### src/rtl/posit_alu_arbiter.sv
// posit_alu_arbiter
//   Round-robin arbiter that shares one posit adder between NREQ requesters.
//   A granted request has its operands registered onto alu_a/alu_b (b is
//   two's-complement negated for subtract). The block then waits ALU_LAT
//   cycles, captures alu_q, and returns it on a valid/ready response.
//
//   Ports:
//     clk, rst            clock, synchronous active-high reset
//     req_valid/req_ready per-requester request handshake (ready one-hot/zero)
//     req_a, req_b        packed operands, requester i at [i*WIDTH +: WIDTH]
//     req_sub             1 = a-b, 0 = a+b
//     resp_valid/ready    per-requester response handshake (valid one-hot)
//     resp_q              shared result posit
//     alu_a, alu_b, alu_q shared adder interface
//     busy                high whenever not IDLE
//     perf_grants         per-requester 16-bit saturating grant counters
//                         (only when POSIT_ARB_PERF_EN is defined)
//
//   state | meaning
//   IDLE  | searching for a winner from rr_ptr+1, req_ready driven
//   BUSY  | operands held on the adder, counting down ALU_LAT cycles
//   RESP  | result held on resp_q until the owner accepts it
module posit_alu_arbiter #(
    parameter int NREQ    = 4,
    parameter int WIDTH   = 7,
    parameter int ALU_LAT = 2
) (
    input  logic                    clk,
    input  logic                    rst,
    input  logic [NREQ-1:0]         req_valid,
    output logic [NREQ-1:0]         req_ready,
    input  logic [NREQ*WIDTH-1:0]   req_a,
    input  logic [NREQ*WIDTH-1:0]   req_b,
    input  logic [NREQ-1:0]         req_sub,
    output logic [NREQ-1:0]         resp_valid,
    input  logic [NREQ-1:0]         resp_ready,
    output logic [WIDTH-1:0]        resp_q,
    output logic [WIDTH-1:0]        alu_a,
    output logic [WIDTH-1:0]        alu_b,
    input  logic [WIDTH-1:0]        alu_q,
    output logic                    busy
`ifdef POSIT_ARB_PERF_EN
    ,
    output logic [NREQ*16-1:0]      perf_grants
`endif
);

    localparam int IDW   = (NREQ > 1) ? $clog2(NREQ) : 1;
    localparam int CNT_W = $clog2(ALU_LAT + 1);

    typedef enum logic [1:0] {
        IDLE = 2'd0,
        BUSY = 2'd1,
        RESP = 2'd2
    } state_t;

    state_t           state;
    logic [IDW-1:0]   rr_ptr;
    logic [IDW-1:0]   owner;
    logic [CNT_W-1:0] cnt;

    logic             win_found;
    logic [IDW-1:0]   win_id;
    logic [WIDTH-1:0] sel_a;
    logic [WIDTH-1:0] sel_b;
    logic [WIDTH-1:0] sel_b_neg;

    // Search starts one past the last winner so every requester gets a turn.
    always_comb begin
        win_found = 1'b0;
        win_id    = '0;
        for (int k = 1; k <= NREQ; k++) begin
            if (!win_found && req_valid[(int'(rr_ptr) + k) % NREQ]) begin
                win_found = 1'b1;
                win_id    = IDW'((int'(rr_ptr) + k) % NREQ);
            end
        end
    end

    assign sel_a     = req_a[win_id*WIDTH +: WIDTH];
    assign sel_b     = req_b[win_id*WIDTH +: WIDTH];
    // Plain two's complement: 0 and NaR both map to themselves naturally.
    assign sel_b_neg = ~sel_b + WIDTH'(1);

    assign req_ready = (!rst && state == IDLE && win_found) ? (NREQ'(1) << win_id) : '0;
    assign busy      = (state != IDLE);

    always_ff @(posedge clk) begin
        if (rst) begin
            state      <= IDLE;
            rr_ptr     <= IDW'(NREQ - 1);
            owner      <= '0;
            cnt        <= '0;
            alu_a      <= '0;
            alu_b      <= '0;
            resp_q     <= '0;
            resp_valid <= '0;
        end else begin
            case (state)
                IDLE: begin
                    if (win_found) begin
                        alu_a  <= sel_a;
                        alu_b  <= req_sub[win_id] ? sel_b_neg : sel_b;
                        owner  <= win_id;
                        rr_ptr <= win_id;
                        cnt    <= CNT_W'(ALU_LAT - 1);
                        state  <= BUSY;
                    end
                end
                BUSY: begin
                    if (cnt == '0) begin
                        resp_q     <= alu_q;
                        resp_valid <= NREQ'(1) << owner;
                        state      <= RESP;
                    end else begin
                        cnt <= cnt - CNT_W'(1);
                    end
                end
                RESP: begin
                    if (resp_ready[owner]) begin
                        resp_valid <= '0;
                        state      <= IDLE;
                    end
                end
                default: state <= IDLE;
            endcase
        end
    end

`ifdef POSIT_ARB_PERF_EN
    logic [15:0] perf_cnt [NREQ];

    always_ff @(posedge clk) begin
        if (rst) begin
            for (int i = 0; i < NREQ; i++) perf_cnt[i] <= '0;
        end else if (state == IDLE && win_found && perf_cnt[win_id] != 16'hFFFF) begin
            perf_cnt[win_id] <= perf_cnt[win_id] + 16'd1;
        end
    end

    always_comb begin
        perf_grants = '0;
        for (int i = 0; i < NREQ; i++) perf_grants[i*16 +: 16] = perf_cnt[i];
    end
`endif

endmodule

### config.mk
export PLATFORM = sky130hd
export DESIGN_NAME = posit_alu_arbiter
export DESIGN_NICKNAME = d
export VERILOG_FILES = /design/src/rtl/posit_alu_arbiter.sv
export SDC_FILE = /design/constraint.sdc
export NUM_CORES = 1
export LEC_CHECK = 0
export BUFFER_PORTS_ARGS = -buffer_cell sky130_fd_sc_hd__buf_4
export CORE_UTILIZATION = 48
export CTS_CLUSTER_DIAMETER = 120
export CTS_CLUSTER_SIZE = 12
export DETAILED_ROUTE_END_ITERATION = 10
export GPL_TIMING_DRIVEN = 0
export PLACE_DENSITY = 0.85
export SLEW_MARGIN = 20
export SYNTH_ARGS = -nofsm -noshare
export SYNTH_HDL_FRONTEND = slang
export SYNTH_SLANG_ARGS = --single-unit
### constraint.sdc
create_clock -name clk -period 7 [get_ports clk]
set_clock_uncertainty 0.05 [all_clocks]
set_input_delay 1.75 -clock clk [delete_from_list [all_inputs] [get_ports clk]]
set_output_delay 1.75 -clock clk [all_outputs]
set_load 0.03 [all_outputs]
==> run summary <==
Most used flip-flop cell after synthesis - sky130_fd_sc_hd__dfxtp_1
Synthesis-to-finish area growth - 48.10%
Post-Syn Area - 1946 um^2
Power, Total - 764.1 uW
Global-route total usage across every layer - 0.2641
CTS tree - yes
Standard cell core area - 3771 um^2
Total of max-cap violations - 0
Startpoint type of the worst setup path - primary input
Final Critical Period - 5.546 ns
Leading area contributor after synthesis - sky130_fd_sc_hd__dfxtp_1
Number of buffers between clock root and the deepest sink - 2
Aggregate global routing overflow - 0
Ratio of cells with drive above 1 in the final layout - 0.3462
Max Fclk - 180.3 MHz
Most frequent cell after synthesis - sky130_fd_sc_hd__nand2_1
Met1 routing resource usage after global routing - 0.2976
Initial Util - 0.5159
RR Endpoint - alu_b[6]
Number of global-route vias before repair - 2077
Die footprint - 4312 um^2
Number of enable flip-flop cells after synthesis - 0
Final Setup Violations - 0
Place WS - 1.465 ns
Clock slew at reported path FFs - 0.06 ns
Post-cts repair resize count - 0
Level count of the clock H-tree - 2
Largest cells by area after synthesis - sky130_fd_sc_hd__dfxtp_1 34%, sky130_fd_sc_hd__nand2_1 11%, sky130_fd_sc_hd__mux2i_1 10%
Number of endpoints with negative hold slack in the final report - 0
Clock root buffer - sky130_fd_sc_hd__clkbuf_8
Clock power frac - 0.178
Worst path max stage delay - 0.59 ns
Worst Slack Setup Final - 1.454 ns
Hold WS - 0.4040 ns
CP arrival - 3.75 ns
Placer congestion estimate - 0.8142
Register Area - 660.6 um^2
Final routed wire length divided by cell count - 13.09 um
Psw - 313.8 uW
Outcome - completed
Height of the die - 65.67 um
Number of buffers added on ports - 105
Met2 usage - 0.4783
CTS Buf Count - 5
Largest net degree at the start of global routing - 11
Sequential group share of total power - 0.323
Pwr/cell area - 265.2 nW/um^2
Setup TNS after final layout - 0 ns
Final wirelength - 5395 um
Maximum vdd ir drop - 0.0001714 V
Cell internal pwr - 450.3 uW
Combinational power share - 0.499
Detailed Routing Iterations Pass 1 - 4
Net switching share of the total power - 0.4107
Final routed DRC violation total - 0
Leading cell types by count after synthesis - 56 x sky130_fd_sc_hd__nand2_1, 33 x sky130_fd_sc_hd__dfxtp_1, 26 x sky130_fd_sc_hd__a21oi_1, 26 x sky130_fd_sc_hd__nor2_1, 20 x sky130_fd_sc_hd__mux2i_1
Global-route wire length before repair - 8756 um
Antenna violation net count after detailed routing - 0
Count of different cell masters after synthesis - 42
Multi-input gate area - 1196 um^2
Async S/R FF share, synth - 0
Worst-margin pin slew - 0.6509 ns
Net Count, Synth - 329
Slowest library cell on the worst path - sky130_fd_sc_hd__a211oi_2
Required time reported for the critical path endpoint - 5.20 ns
Category of the worst setup path capture point - primary output
Met3 usage - 0.07292
Width of the chip - 65.67 um
Critical path peak fanout - 10
Post-route fraction of the period consumed by the critical path - 0.7923
Mapped Avg Cell Area - 7.751 um^2
Number of fill cells in the layout - 300
Detailed Route Iter0 Violations - 89
Startpoint of the worst setup timing path - req_valid[1]
Count of mapped cells out of synthesis - 251
CTS Hold Bufs - 0
Layout net count - 441
Grt peak-use layer - met2
Share of the synthesized area in the top cell type - 0.3395
Total number of yosys warnings - 0
Total inserted antenna cells - 0
Standard-cell rows - 22
Setup repair after global routing missed its margin - no
LEAKAGE - 0.001341 uW
Worst setup slack for register-to-register paths - 3.94 ns
Post-CTS setup buffer count - 0
Max-slew violation total from the final report - 0
Total via count in the routed design - 2198
Sequential share of the synthesized area - 0.3395
IO Pins - 107
HP Class - flip-flop to flip-flop
Remaining max-slew budget at the tightest pin - 0.5653
CP cell instances - buf_4 -> o21a_1 -> a211oi_2 -> buf_6 -> buf_6 -> clkbuf_1 -> nor4_1 -> buf_4
Launch instance of the worst register-to-register path - rr_ptr[1]
Startpoint-to-endpoint class of the critical path - primary input to primary output
Total clock sinks - 33
Yosys reg bits - 33
Worst R2R Path Depth - 8
Clk Latency, worst-skew pair - 0.28 ns
Number of vias per cell after detailed routing - 5.335
Worst setup path endpoint - req_ready[1]
Detailed placer's ending HPWL - 4192 um
Initial antenna violation count - 0
==> cell usage in the layout (no fill, tap or decap), types with 3 or more instances in the layout <==
cell type and n:
sky130_fd_sc_hd__nor4_1 4, sky130_fd_sc_hd__and3_1 9, sky130_fd_sc_hd__buf_6 3, sky130_fd_sc_hd__a211oi_1 4, sky130_fd_sc_hd__xor2_1 4, sky130_fd_sc_hd__clkbuf_8 5, sky130_fd_sc_hd__nor3_1 5, sky130_fd_sc_hd__a311oi_1 7
sky130_fd_sc_hd__clkbuf_1 14, sky130_fd_sc_hd__nor2_1 26, sky130_fd_sc_hd__nand2b_1 3, sky130_fd_sc_hd__or3_1 3, sky130_fd_sc_hd__nand2_1 56, sky130_fd_sc_hd__a21oi_1 26, sky130_fd_sc_hd__mux2i_1 20, sky130_fd_sc_hd__inv_1 3
sky130_fd_sc_hd__dfxtp_1 33, sky130_fd_sc_hd__buf_4 105, sky130_fd_sc_hd__a31oi_1 4
==> area by class of cell <==
class	instances	area share
multi-input cells	199	0.4151
flip-flops and latches	33	0.2293
repair buffers	105	0.2736
clock inverters	2	0.003474
inverters	3	0.003908
clock buffers	6	0.02518
plain buffers	16	0.02866
well taps	48	0.02084
==> how the worst min path moves through the flow <==
stage,start,end,slack [ns],cells after the start
floorplan,cnt[1],cnt[1],0.41,2
global placement,resp_q[6],resp_q[6],0.40,2
detailed placement,resp_q[6],resp_q[6],0.40,2
CTS,resp_q[6],resp_q[6],0.41,2
global route,resp_q[1],resp_q[1],0.42,2
finish,resp_q[6],resp_q[6],0.40,2
==> flip-flops by register name, summed over array words and instances (netlist names) <==
signal	flops
alu_a	7
alu_b	7
resp_q	7
resp_valid	4
cnt	2
owner	2
rr_ptr	2
state	2
==> metal layers <==
layer | share of wire | vias up
li1 | - | 1118
met1 | 0.41 | 1001
met2 | 0.51 | 71
met3 | 0.065 | 8
met4 | 0.012 | 0
met5 | 0 | -
==> metrics by stage <==
step           area [um^2]    util  cells
2_1_floorplan         1946       -    251
3_3_place_gp          2794  0.7409    404
3_5_place_dp          2794  0.7409    404
4_1_cts               2877  0.7628    412
5_1_grt               2882  0.7641    412
6_report              2882  0.7641    412
==> power groups by stage <==
stage | Combinational (uW) | Sequential [uW] | Clock [uW]
after floorplan | 205 | 296 | 0
after global placement | 374 | 249 | 0
after detailed placement | 379 | 250 | 0
after CTS | 381 | 246 | 137
after global routing | 418 | 251 | 146
final | 381 | 247 | 136
==> cells by family (layout without fill, tap and decap cells) <==
kind of cell	count (synthesis)	count (layout)	share of synthesized area
adders and majority gates	1	1	0.006430
xor gates and xnor gates	4	4	0.01800
AOI/OAI and AO/OA	55	55	0.1852
DFF	33	33	0.3395
buffers and inverters	19	132	0.04823
and+or+nand+nor	116	116	0.2752
muxes	23	23	0.1273
==> critical path: cells and delay by family <==
| family | cells | cell delay (ns) |
|---|---|---|
| buffers and inverters | 5 | 1.08 |
| AO/OA/AOI/OAI | 2 | 0.79 |
| AND/OR/NAND/NOR | 1 | 0.10 |
Power figures use the tool's default switching activity.
